### src/rtl/logic_unit_pipe.sv
// Bitwise logic unit with a 2-entry result buffer and one cycle of latency.
// Optional macro LOGIC_ACC_EN adds a chaining accumulator that can stand in for operand A.
module logic_unit_pipe #(
  parameter int WIDTH = 8
) (
  input  logic             clk,
  input  logic             rst,
  input  logic             in_valid,
  output logic             in_ready,
  input  logic [WIDTH-1:0] a,
  input  logic [WIDTH-1:0] b,
  input  logic [2:0]       op,
  input  logic             in_first,
  output logic             out_valid,
  input  logic             out_ready,
  output logic [WIDTH-1:0] y,
  output logic             y_any,
  output logic             y_par
);

  typedef enum logic [1:0] {EMPTY, ONE, FULL} state_t;

  state_t           state, state_nxt;
  logic [WIDTH-1:0] opa_p0;
  logic [WIDTH-1:0] res_p0;
  logic [WIDTH-1:0] head_p1;
  logic [WIDTH-1:0] tail_p1;
  logic             push;
  logic             pop;

  function automatic logic [WIDTH-1:0] logic_op(input logic [2:0] sel,
                                                input logic [WIDTH-1:0] p,
                                                input logic [WIDTH-1:0] q);
    case (sel)
      3'd0:    logic_op = p & q;
      3'd1:    logic_op = p | q;
      3'd2:    logic_op = p ^ q;
      3'd3:    logic_op = ~(p & q);
      3'd4:    logic_op = ~(p | q);
      3'd5:    logic_op = ~(p ^ q);
      3'd6:    logic_op = p;
      default: logic_op = ~p;
    endcase
  endfunction

  // Handshake flags depend on registered state only, so out_ready never reaches in_ready.
  assign in_ready  = (state != FULL);
  assign out_valid = (state != EMPTY);
  assign push      = in_valid & in_ready;
  assign pop       = out_valid & out_ready;

`ifdef LOGIC_ACC_EN
  logic [WIDTH-1:0] acc_p1;

  assign opa_p0 = in_first ? a : acc_p1;

  always_ff @(posedge clk) begin
    if (rst)
      acc_p1 <= '0;
    else if (push)
      acc_p1 <= res_p0;
  end
`else
  logic unused_in_first;

  assign unused_in_first = in_first;
  assign opa_p0          = a;
`endif

  // Stage p0: combinational operation on the accepted beat
  assign res_p0 = logic_op(op, opa_p0, b);

  always_comb begin
    state_nxt = state;
    case (state)
      EMPTY:   if (push) state_nxt = ONE;
      ONE: begin
        if (push && !pop)      state_nxt = FULL;
        else if (!push && pop) state_nxt = EMPTY;
      end
      FULL:    if (pop) state_nxt = ONE;
      default: state_nxt = EMPTY;
    endcase
  end

  always_ff @(posedge clk) begin
    if (rst)
      state <= EMPTY;
    else
      state <= state_nxt;
  end

  // Stage p1: head always holds the oldest result; tail holds the second one when FULL
  always_ff @(posedge clk) begin
    if (rst) begin
      head_p1 <= '0;
      tail_p1 <= '0;
    end else begin
      case (state)
        EMPTY: if (push) head_p1 <= res_p0;
        ONE: begin
          if (push && pop)
            head_p1 <= res_p0;
          else if (push)
            tail_p1 <= res_p0;
        end
        FULL:  if (pop) head_p1 <= tail_p1;
        default: ;
      endcase
    end
  end

  assign y     = head_p1;
  assign y_any = |head_p1;
  assign y_par = ^head_p1;

endmodule

### config.mk
export PLATFORM = sky130hd
export DESIGN_NAME = logic_unit_pipe
export DESIGN_NICKNAME = d
export VERILOG_FILES = /design/src/rtl/logic_unit_pipe.sv
export SDC_FILE = /design/constraint.sdc
export NUM_CORES = 1
export LEC_CHECK = 0
export BUFFER_PORTS_ARGS = -buffer_cell sky130_fd_sc_hd__buf_2
export CAP_MARGIN = 30
export CELL_PAD_IN_SITES_DETAIL_PLACEMENT = 1
export CELL_PAD_IN_SITES_GLOBAL_PLACEMENT = 2
export CORE_ASPECT_RATIO = 0.6
export CORE_UTILIZATION = 30
export DETAILED_ROUTE_END_ITERATION = 10
export PLACE_DENSITY = 0.85
export RECOVER_POWER = 50
export SYNTH_ARGS = -nofsm -noshare
export SYNTH_HDL_FRONTEND = slang
export SYNTH_SLANG_ARGS = --single-unit
### constraint.sdc
create_clock -name clk -period 2.18 [get_ports clk]
set_input_delay 0.436 -clock clk [delete_from_list [all_inputs] [get_ports clk]]
set_output_delay 0.436 -clock clk [all_outputs]
set_load 0.005 [all_outputs]
# Word-level counts from Yosys, hierarchy flattened
# Index checks and enable logic that the tools add are counted.
dict set report totals {
  word_cells 50
  in_bits 24
  output_inout_bits 12
  register_bits 18
}
dict set report op_classes {
  eq_ne 13
  mux 10
  bitwise 10
  reduce_logical 14
}
# cell n
set ops {}
lappend ops {{one-hot mux 8 bit (7 select lines)} 1}
lappend ops {{inverter 8 bit} 4}
lappend ops {{2-to-1 mux 8 bit} 3}
lappend ops {{one-hot mux 8 bit (3 select lines)} 1}
lappend ops {{== test 3 bit, second input constant} 3}
lappend ops {{AND 8 bit} 1}
lappend ops {{2-to-1 mux 2 bit} 4}
lappend ops {{inequality test 2 bit, second input constant} 4}
lappend ops {{bitwise OR 8 bit} 1}
lappend ops {{OR reduction 8 bit} 1}
lappend ops {{XOR reduction 8 bit} 1}
lappend ops {{XOR 8 bit} 1}
lappend ops {{== test 3 x 2 -> 1 bit, second input constant} 2}
lappend ops {{one-hot mux 2 bit (3 select lines)} 1}
lappend ops {{AND reduction 3 bit} 2}
lappend ops {{AND reduction 4 bit} 1}
lappend ops {{== test 3 x 1 -> 1 bit, second input constant} 1}
lappend ops {{logical AND 1 bit} 3}
lappend ops {{logical NOT 3 bit} 1}
lappend ops {{inequality test 3 bit, second input constant} 1}
lappend ops {{nonzero test 3 bit} 1}
lappend ops {{AND 1 bit} 2}
lappend ops {{== test 2 x 1 -> 1 bit, second input constant} 1}
lappend ops {{== test 2 bit, second input constant} 1}
lappend ops {{other kinds (4)} 5}

# Depth between registers and ports, before layout
# Gate-level depths: netlist (run 1).
dict set report logic_depth {
  ltp_word 7
  mapped_depth 8
  ltp_nobuf 8
}

# Least setup slack after synthesis (run 1)
# Ideal clock, no wire load.
dict set report synth_path {
  kind {flip-flop to flip-flop}
  from {register state[1]}
  to {register head_p1[0], in the netlist y[0]}
  setup_slack_ps 367
  setup_ps 80
  t_required_ps 2100
  period_less_slack_ps 1813
  path_buffers 1
  arrival_ps 1733
  path_stages_with_launch 9
  cell_sequence {dfxtp_1 > nor2b_1 > inv_1 > and2_1 > ha_1 > a21oi_1 > buf_2 > a221oi_1 > a211oi_2}
}
dict set report synth_via {
  elab_chain_cells 5
  elab_cells_between_ends 14
  classes_between {eq/ne (6); mux (1); bitwise (2); reduce/logical (5)}
}
# element line_no
set synth_rtl {}
lappend synth_rtl {{start: declaration} 23} ;# state_t state, state_nxt;
lappend synth_rtl {{start signal: assignment} 90} ;# state <= state_nxt;
lappend synth_rtl {{inequality test 2 bit *} 47} ;# assign in_ready = (state != FULL);
lappend synth_rtl {{net in_ready} 9} ;# output logic in_ready,
lappend synth_rtl {{AND 1 bit *} 49} ;# assign push = in_valid & in_ready;
lappend synth_rtl {{logical AND 1 bit} 102} ;# if (push && pop)
lappend synth_rtl {{inequality test 2 bit (no source line)} -}
lappend synth_rtl {{AND reduction 4 bit (no source line) *} -}
lappend synth_rtl {{end signal: assignment} 100} ;# EMPTY: if (push) head_p1 <= res_p0;
lappend synth_rtl {{end signal: assignment} 103} ;# head_p1 <= res_p0;
lappend synth_rtl {{end signal: assignment} 107} ;# FULL: if (pop) head_p1 <= tail_p1;
lappend synth_rtl {{end: declaration} 26} ;# logic [WIDTH-1:0] head_p1;
# Mark *: on every way through the listed nets, which the timed path passes. The rest lies on a longest branch.
# A chain may end at the register's enable or synchronous reset.

# Worst setup path after layout (run 1)
dict set report layout_path {
  from {register head_p1[0], in the netlist y[0]}
  to {output port y_par}
}
dict set report layout_via {
  elab_chain_cells 1
}
# element line_no
set layout_rtl {}
lappend layout_rtl {{XOR reduction 8 bit} 115} ;# assign y_par = ^head_p1;
lappend layout_rtl {{end: declaration} 18} ;# output logic y_par
# No other way between the ends.

==> summary.json, run 1 <==
{
  "number_of_antenna_violations_at_the_first_check_in_global_routing": {"value": 0},
  "synth_edf_count": {"value": 0},
  "timing.final.ws_setup": {"value": 0.288, "unit": "ns"},
  "cts_repair_resize_count": {"value": 0},
  "place_congestion": {"value": 0.735},
  "ioPinCount": {"value": 36},
  "fin_worst_skew": {"value": 0.00618, "unit": "ns"},
  "detail_route.first_pass.iterations": {"value": 4},
  "clkTransAtPathRegs": {"value": 0.08, "unit": "ns"},
  "power.share.sequential": {"value": 0.350},
  "ys.flop_type": {"value": "sky130_fd_sc_hd__dfxtp_1"},
  "power_per_cell_area": {"value": 495, "unit": "mW/mm2"},
  "start_util": {"value": 0.321},
  "cts_hold_buffers": {"value": 0},
  "syn-instance-count": {"value": 233},
  "hold_viol": {"value": 0},
  "die_area": {"value": 0.00649, "unit": "mm2"},
  "post_place_worst_slack": {"value": 0.147, "unit": "ns"},
  "cts_sinks": {"value": 18},
  "fin_crit_sh": {"value": 0.868},
  "syn_area_per_cell": {"value": 7.94, "unit": "um2"},
  "met3_usage": {"value": 0.0336},
  "critical_path_required": {"value": 1.74, "unit": "ns"},
  "die_w": {"value": 103, "unit": "um"},
  "std_cell_rows": {"value": 21},
  "final.min_clock_period": {"value": 1.89, "unit": "ns"},
  "drt.antenna.violating_nets": {"value": 0},
  "route.detailed.vias_per_inst": {"value": 5.03},
  "global_route.usage.met1": {"value": 0.223},
  "grt_first_pass_wirelength": {"value": 8240, "unit": "um"},
  "grt_remaining_overflow": {"value": 0},
  "synthesis.nets": {"value": 279},
  "grt_max_degree": {"value": 21},
  "max_freq": {"value": 529, "unit": "MHz"},
  "critical_path.endpoint_type": {"value": "output pin"},
  "criticalPathCategory": {"value": "flip-flop to output pin"},
  "worst_ep_arrival_time": {"value": 1.46, "unit": "ns"},
  "tritoncts_clock_tree": {"value": "built"},
  "clockPowerShare": {"value": 0.268},
  "outcome": {"value": "completed"},
  "clock_tree.root_cell": {"value": "sky130_fd_sc_hd__clkbuf_8"},
  "total_vias_in_the_final_route": {"value": 1734},
  "synthDistinctLibCells": {"value": 48},
  "clock_latency": {"value": 0.26, "unit": "ns"},
  "postCtsSetupRepairBufs": {"value": 0},
  "critical_path_peak_fanout": {"value": 2},
  "p_leak": {"value": 0.979, "unit": "nW"},
  "route.detailed.drc": {"value": 0},
  "total_wirelength_of_the_detailed_routed_design": {"value": 4770, "unit": "um"},
  "synth_seq_cells": {"value": 18},
  "cts_inserted_buffers": {"value": 3},
  "drt-initial-drc-count": {"value": 41},
  "drive_above_1_share": {"value": 0.223},
  "fill_cells": {"value": 720},
  "post_synth_main_area_contributors": {"value": "sky130_fd_sc_hd__dfxtp_1 19%, sky130_fd_sc_hd__ha_1 15%, sky130_fd_sc_hd__inv_1 6.7%, sky130_fd_sc_hd__mux2i_1 4.9%, sky130_fd_sc_hd__a21oi_1 3.2%"},
  "global_route.peak_usage_layer": {"value": "met2"},
  "yosysWarningCount": {"value": 0},
  "power.switching": {"value": 0.361, "unit": "mW"},
  "irDropWorstVdd": {"value": 0.222, "unit": "mV"},
  "die_height": {"value": 62.8, "unit": "um"},
  "max-clock-path-buffers": {"value": 2},
  "timing.hold.worst.class": {"value": "flip-flop to flip-flop"},
  "synth.yosys.seq_area_share": {"value": 0.195},
  "power.combinational.fraction": {"value": 0.383},
  "grt.met2_usage": {"value": 0.259},
  "tightest_slew": {"value": 0.429, "unit": "ns"},
  "core-area": {"value": 0.00575, "unit": "mm2"},
  "final-setup-viol-count": {"value": 0},
  "maxCapViolations": {"value": 0},
  "grt_setup_unrepaired": {"value": "false"},
  "kind_of_start_point_of_the_critical_path": {"value": "flip-flop"},
  "detail_route.wl_per_cell": {"value": 13.8, "unit": "um"},
  "swShare": {"value": 0.340},
  "antenna_cell_count": {"value": 0},
  "port-buffer-count": {"value": 34},
  "internal_power": {"value": 0.701, "unit": "mW"},
  "yosysTopAreaCellShare": {"value": 0.195},
  "ys_async_sr_fraction": {"value": 0},
  "syn_to_final_growth": {"value": 16.0, "unit": "%"},
  "post_layout_nets": {"value": 312},
  "hpwl_after_detailed_placement": {"value": 3840, "unit": "um"},
  "max_slew_margin": {"value": 0.714},
  "h_tree_depth_reported_by_cts": {"value": 1},
  "vias_in_the_first_global_route": {"value": 1807},
  "timing.setup.tns": {"value": 0, "unit": "ns"},
  "drv_slew": {"value": 0},
  "overall_global_routing_resource_usage": {"value": 0.159},
  "synth_top_cell_by_area": {"value": "sky130_fd_sc_hd__dfxtp_1"},
  "netlist_area": {"value": 0.00185, "unit": "mm2"}
}
cell usage after synthesis, types with 3 or more instances:
cell type,count
sky130_fd_sc_hd__inv_1,33
sky130_fd_sc_hd__ha_1,22
sky130_fd_sc_hd__dfxtp_1,18
sky130_fd_sc_hd__nand2_1,15
sky130_fd_sc_hd__nor2_1,15
sky130_fd_sc_hd__a21oi_1,12
sky130_fd_sc_hd__mux2i_1,9
sky130_fd_sc_hd__nor3_1,9
sky130_fd_sc_hd__buf_2,8
sky130_fd_sc_hd__nor2b_1,8
sky130_fd_sc_hd__nand2b_1,6
sky130_fd_sc_hd__nand3_1,6
sky130_fd_sc_hd__o211ai_1,5
sky130_fd_sc_hd__o22a_1,5
sky130_fd_sc_hd__o2111ai_1,4
sky130_fd_sc_hd__o21ai_1,4
sky130_fd_sc_hd__o221a_1,4
sky130_fd_sc_hd__a211oi_2,3
sky130_fd_sc_hd__a21o_1,3
sky130_fd_sc_hd__a221oi_1,3
sky130_fd_sc_hd__a221oi_2,3
sky130_fd_sc_hd__a31oi_1,3
sky130_fd_sc_hd__and2_1,3
sky130_fd_sc_hd__o211ai_2,3
critical path, stage by stage (launching register included):
cell and delay (ns):
sky130_fd_sc_hd__dfxtp_1 0.33, sky130_fd_sc_hd__inv_1 0.08, sky130_fd_sc_hd__ha_1 0.32, sky130_fd_sc_hd__xor2_1 0.20, sky130_fd_sc_hd__xnor2_1 0.14, sky130_fd_sc_hd__buf_2 0.13
cell families (layout without fill, tap and decap cells):
group                    after synthesis  in the layout  share of synthesized area
flip-flops                            18             18                      0.195
buffers and inverters                 47             79                      0.111
XOR/XNOR                               3              3                     0.0142
multiplexers                          10             10                     0.0568
AO/OA/AOI/OAI                         61             61                      0.274
AND/OR/NAND/NOR                       72             72                      0.200
adder cells (fa/ha/maj)               22             22                      0.149
area by class of cell:
class / count / area (um2) / area share
Tap cell: 80 / 100 / 0.0466
Timing Repair Buffer: 42 / 225 / 0.105
Inverter: 33 / 124 / 0.0577
Sequential cell: 18 / 360 / 0.168
Clock buffer: 4 / 55.1 / 0.0257
Multi-Input combinational cell: 168 / 1280 / 0.597
per-stage QoR:
stage	power (mW)	hold slack [ns]	cell area (um2)	util	instances
detailed placement	0.791	0.465	2100	0.365	341
finish	1.06	0.483	2150	0.373	345
floorplan	0.658	0.443	1850	-	233
CTS	1.08	0.478	2150	0.374	345
global placement	0.777	0.463	2100	0.365	341
global route	1.15	0.497	2150	0.373	345
layer usage:
layer / wire (um) / vias to the layer above
li1: - / 880
met1: 2610 / 824
met2: 2000 / 27
met3: 149 / 3
met4: 11 / 0
met5: 0 / -
flip-flops by register name, summed over array words and instances (netlist names):
name     cells
tail_p1      8
y            8
state        2
cell usage in the layout (no fill, tap or decap), drive strengths merged, types with 4 or more instances in the layout:
cell type	n
a21oi	13
a221oi	6
buf	38
clkbuf	8
dfxtp	18
ha	22
inv	33
mux2i	9
nand2	17
nand2b	6
nand3	6
nor2	16
nor2b	8
nor3	10
o2111ai	5
o211ai	8
o21ai	5
o221a	4
o22a	5
power by group through the flow:
stage                     combinational [mW]  clock, mW  sequential [mW]
after floorplan                        0.280          0            0.378
after global placement                 0.399          0            0.378
after detailed placement               0.412          0            0.379
after CTS                              0.414      0.296            0.371
after global routing                   0.463      0.315            0.375
final                                  0.406      0.285            0.371
worst paths after layout:
check	cells after the start	slack, ns	startpoint	to
setup / recovery	5	0.29	y[0]$_SDFFE_PP0P_	y_par
hold / removal	2	0.48	tail_p1[7]$_SDFFE_PP0P_	y[7]$_SDFFE_PP0P_
hold reg to reg	2	0.48	tail_p1[7]$_SDFFE_PP0P_	y[7]$_SDFFE_PP0P_
setup reg to reg	8	0.34	state[1]$_SDFFE_PP0P_	y[2]$_SDFFE_PP0P_
Note: power is estimated with default switching activity, not from simulation.
==> inputs of run 2 (changes only) <==
--- a/config.mk
+++ b/config.mk
@@ -10,9 +10,9 @@
 export CELL_PAD_IN_SITES_DETAIL_PLACEMENT = 1
 export CELL_PAD_IN_SITES_GLOBAL_PLACEMENT = 2
 export CORE_ASPECT_RATIO = 0.6
-export CORE_UTILIZATION = 30
+export CORE_UTILIZATION = 32
 export DETAILED_ROUTE_END_ITERATION = 10
-export PLACE_DENSITY = 0.85
+export PLACE_DENSITY = 0.89
 export RECOVER_POWER = 50
 export SYNTH_ARGS = -nofsm -noshare
 export SYNTH_HDL_FRONTEND = slang
==> summary.json, run 2 (same netlist as run 1, synthesis figures left out) <==
{
  "outcome": {"value": "completed", "change": "unchanged"},
  "total_wirelength_of_the_detailed_routed_design": {"value": 4560, "unit": "um", "change": "was 4770 um"},
  "max-clock-path-buffers": {"value": 2, "change": "unchanged"},
  "final-setup-viol-count": {"value": 0, "change": "unchanged"},
  "total_vias_in_the_final_route": {"value": 1720, "change": "was 1734"},
  "drv_slew": {"value": 0, "change": "unchanged"},
  "die_height": {"value": 60.9, "unit": "um", "change": "was 62.8 um"},
  "critical_path_required": {"value": 2.36, "unit": "ns", "change": "was 1.74 ns"},
  "syn_to_final_growth": {"value": 15.0, "unit": "%", "change": "was 16.0%"},
  "place_congestion": {"value": 0.771, "change": "was 0.735"},
  "route.detailed.drc": {"value": 0, "change": "unchanged"},
  "cts_repair_resize_count": {"value": 0, "change": "unchanged"},
  "detail_route.first_pass.iterations": {"value": 4, "change": "unchanged"},
  "maxCapViolations": {"value": 0, "change": "unchanged"},
  "p_leak": {"value": 0.957, "unit": "nW", "change": "was 0.979 nW"},
  "layout_common_cells": {"value": "33 x sky130_fd_sc_hd__inv_1, 27 x sky130_fd_sc_hd__buf_2, 22 x sky130_fd_sc_hd__ha_1", "change": "was 33 x sky130_fd_sc_hd__inv_1, 30 x sky130_fd_sc_hd__buf_2, 22 x sky130_fd_sc_hd__ha_1"},
  "clock_tree.root_cell": {"value": "sky130_fd_sc_hd__clkbuf_8", "change": "unchanged"},
  "drt-initial-drc-count": {"value": 44, "change": "was 41"},
  "detail_route.wl_per_cell": {"value": 13.3, "unit": "um", "change": "was 13.8 um"},
  "power_per_cell_area": {"value": 492, "unit": "mW/mm2", "change": "was 495 mW/mm2"},
  "criticalPathCategory": {"value": "flip-flop to flip-flop", "change": "was flip-flop to output pin"},
  "max_freq": {"value": 533, "unit": "MHz", "change": "was 529 MHz"},
  "hold_viol": {"value": 0, "change": "unchanged"},
  "fin_crit_sh": {"value": 0.860, "change": "was 0.868"},
  "fill_cells": {"value": 709, "change": "was 720"},
  "multi_input_comb_area": {"value": 0.00128, "unit": "mm2", "change": "unchanged"},
  "vias_in_the_first_global_route": {"value": 1690, "change": "was 1807"},
  "fin_worst_skew": {"value": 0.00465, "unit": "ns", "change": "was 0.00618 ns"},
  "grt_setup_unrepaired": {"value": "false", "change": "unchanged"},
  "final.min_clock_period": {"value": 1.87, "unit": "ns", "change": "was 1.89 ns"},
  "port-buffer-count": {"value": 34, "change": "unchanged"},
  "kind_of_start_point_of_the_critical_path": {"value": "flip-flop", "change": "unchanged"},
  "die_area": {"value": 0.00610, "unit": "mm2", "change": "was 0.00649 mm2"},
  "timing.hold.worst.class": {"value": "flip-flop to flip-flop", "change": "unchanged"},
  "clock_latency": {"value": 0.26, "unit": "ns", "change": "about the same"},
  "critical_path_peak_fanout": {"value": 11, "change": "was 2"},
  "timing.critical_path.cells": {"value": "nor2b_1 -> inv_1 -> and2_0 -> ha_1 -> a21oi_1 -> buf_4 -> a221oi_1 -> a211oi_2", "change": "was inv_1 -> ha_1 -> xor2_1 -> xnor2_1 -> buf_2"},
  "max_slew_margin": {"value": 0.679, "change": "was 0.714"},
  "std_cell_rows": {"value": 21, "change": "unchanged"},
  "storage_element_area": {"value": 360, "unit": "um2", "change": "unchanged"},
  "cts_sinks": {"value": 18, "change": "unchanged"},
  "clkTransAtPathRegs": {"value": 0.07, "unit": "ns", "change": "was 0.08 ns"},
  "overall_global_routing_resource_usage": {"value": 0.163, "change": "was 0.159"},
  "number_of_antenna_violations_at_the_first_check_in_global_routing": {"value": 0, "change": "unchanged"},
  "critical-path-slowest-cell": {"value": "sky130_fd_sc_hd__dfxtp_1", "change": "unchanged"},
  "cts_hold_buffers": {"value": 0, "change": "unchanged"},
  "tritoncts_clock_tree": {"value": "built", "change": "unchanged"},
  "irDropWorstVdd": {"value": 0.182, "unit": "mV", "change": "was 0.222 mV"},
  "cts_inserted_buffers": {"value": 3, "change": "unchanged"},
  "drt.antenna.violating_nets": {"value": 0, "change": "unchanged"},
  "die_w": {"value": 100, "unit": "um", "change": "was 103 um"},
  "slowest_delay": {"value": 0.39, "unit": "ns", "change": "was 0.33 ns"},
  "postCtsSetupRepairBufs": {"value": 0, "change": "unchanged"},
  "ioPinCount": {"value": 36, "change": "unchanged"},
  "postLayoutCellArea": {"value": 0.00213, "unit": "mm2", "change": "was 0.00215 mm2"},
  "h_tree_depth_reported_by_cts": {"value": 1, "change": "unchanged"},
  "tightest_slew": {"value": 0.481, "unit": "ns", "change": "was 0.429 ns"},
  "timing.setup.tns": {"value": 0, "unit": "ns", "change": "unchanged"},
  "post_layout_nets": {"value": 310, "change": "was 312"},
  "start_util": {"value": 0.332, "change": "was 0.321"},
  "worst_ep_arrival_time": {"value": 2.05, "unit": "ns", "change": "was 1.46 ns"},
  "final_common_cell": {"value": "sky130_fd_sc_hd__inv_1", "change": "unchanged"},
  "route.detailed.vias_per_inst": {"value": 5.01, "change": "was 5.03"},
  "antenna_cell_count": {"value": 0, "change": "unchanged"},
  "core-area": {"value": 0.00557, "unit": "mm2", "change": "was 0.00575 mm2"},
  "drive_above_1_share": {"value": 0.205, "change": "was 0.223"},
  "postPlaceCellArea": {"value": 0.00208, "unit": "mm2", "change": "was 0.00210 mm2"},
  "grt_first_pass_wirelength": {"value": 7880, "unit": "um", "change": "was 8240 um"},
  "hpwl_after_detailed_placement": {"value": 3690, "unit": "um", "change": "was 3840 um"},
  "grt_max_degree": {"value": 24, "change": "was 21"},
  "grt_remaining_overflow": {"value": 0, "change": "unchanged"},
  "critical_path.endpoint_type": {"value": "flip-flop", "change": "was output pin"}
}
==> run 2: layer usage <==
layer	vias to the layer above	track usage	wire length, um
met1	811	0.226	2530
met4	0	0.0248	32
met3	2	0.0369	180
met2	29	0.266	1820
li1	878	-	-
met5	-	0	0
==> run 2: critical path, delay by kind of cell, from the launching register on <==
kind	cells	cell delay, ns
AO/OA/AOI/OAI	3	0.42
adder cells (fa/ha/maj)	1	0.22
buffers and inverters	2	0.36
flip-flops	1	0.39
AND/OR/NAND/NOR	2	0.40
==> run 2: power breakdown <==
group	internal, mW	total [mW]	switching [mW]
Clock	0.161	0.278	0.118
Sequential	0.357	0.371	0.0146
Combinational	0.178	0.398	0.219
==> run 2: path summary, 6_finish.rpt <==
check / depth (start not counted) / endpoint / startpoint / slack [ns]
min: 2 / y[6]$_SDFFE_PP0P_ / tail_p1[6]$_SDFFE_PP0P_ / 0.47
min reg2reg: 2 / y[6]$_SDFFE_PP0P_ / tail_p1[6]$_SDFFE_PP0P_ / 0.47
max reg2reg: 8 / y[0]$_SDFFE_PP0P_ / state[1]$_SDFFE_PP0P_ / 0.31
max: 8 / y[0]$_SDFFE_PP0P_ / state[1]$_SDFFE_PP0P_ / 0.31
==> run 2: stage by stage <==
step	cells	utilization	setup slack (ns)	total power, mW	hold WS, ns
after floorplan	233	-	0.367	0.658	0.443
after global routing	343	0.382	0.115	1.13	0.493
after detailed placement	339	0.374	0.203	0.782	0.462
after CTS	343	0.384	0.298	1.07	0.473
after global placement	339	0.374	0.235	0.773	0.469
final	343	0.382	0.305	1.05	0.470
==> run 2: area by class of cell <==
class / instances / share of cell area
Tap cell: 80 / 0.0471
Clock buffer: 4 / 0.0259
Timing Repair Buffer: 40 / 0.0971
Inverter: 33 / 0.0582
Multi-Input combinational cell: 168 / 0.602
Sequential cell: 18 / 0.169
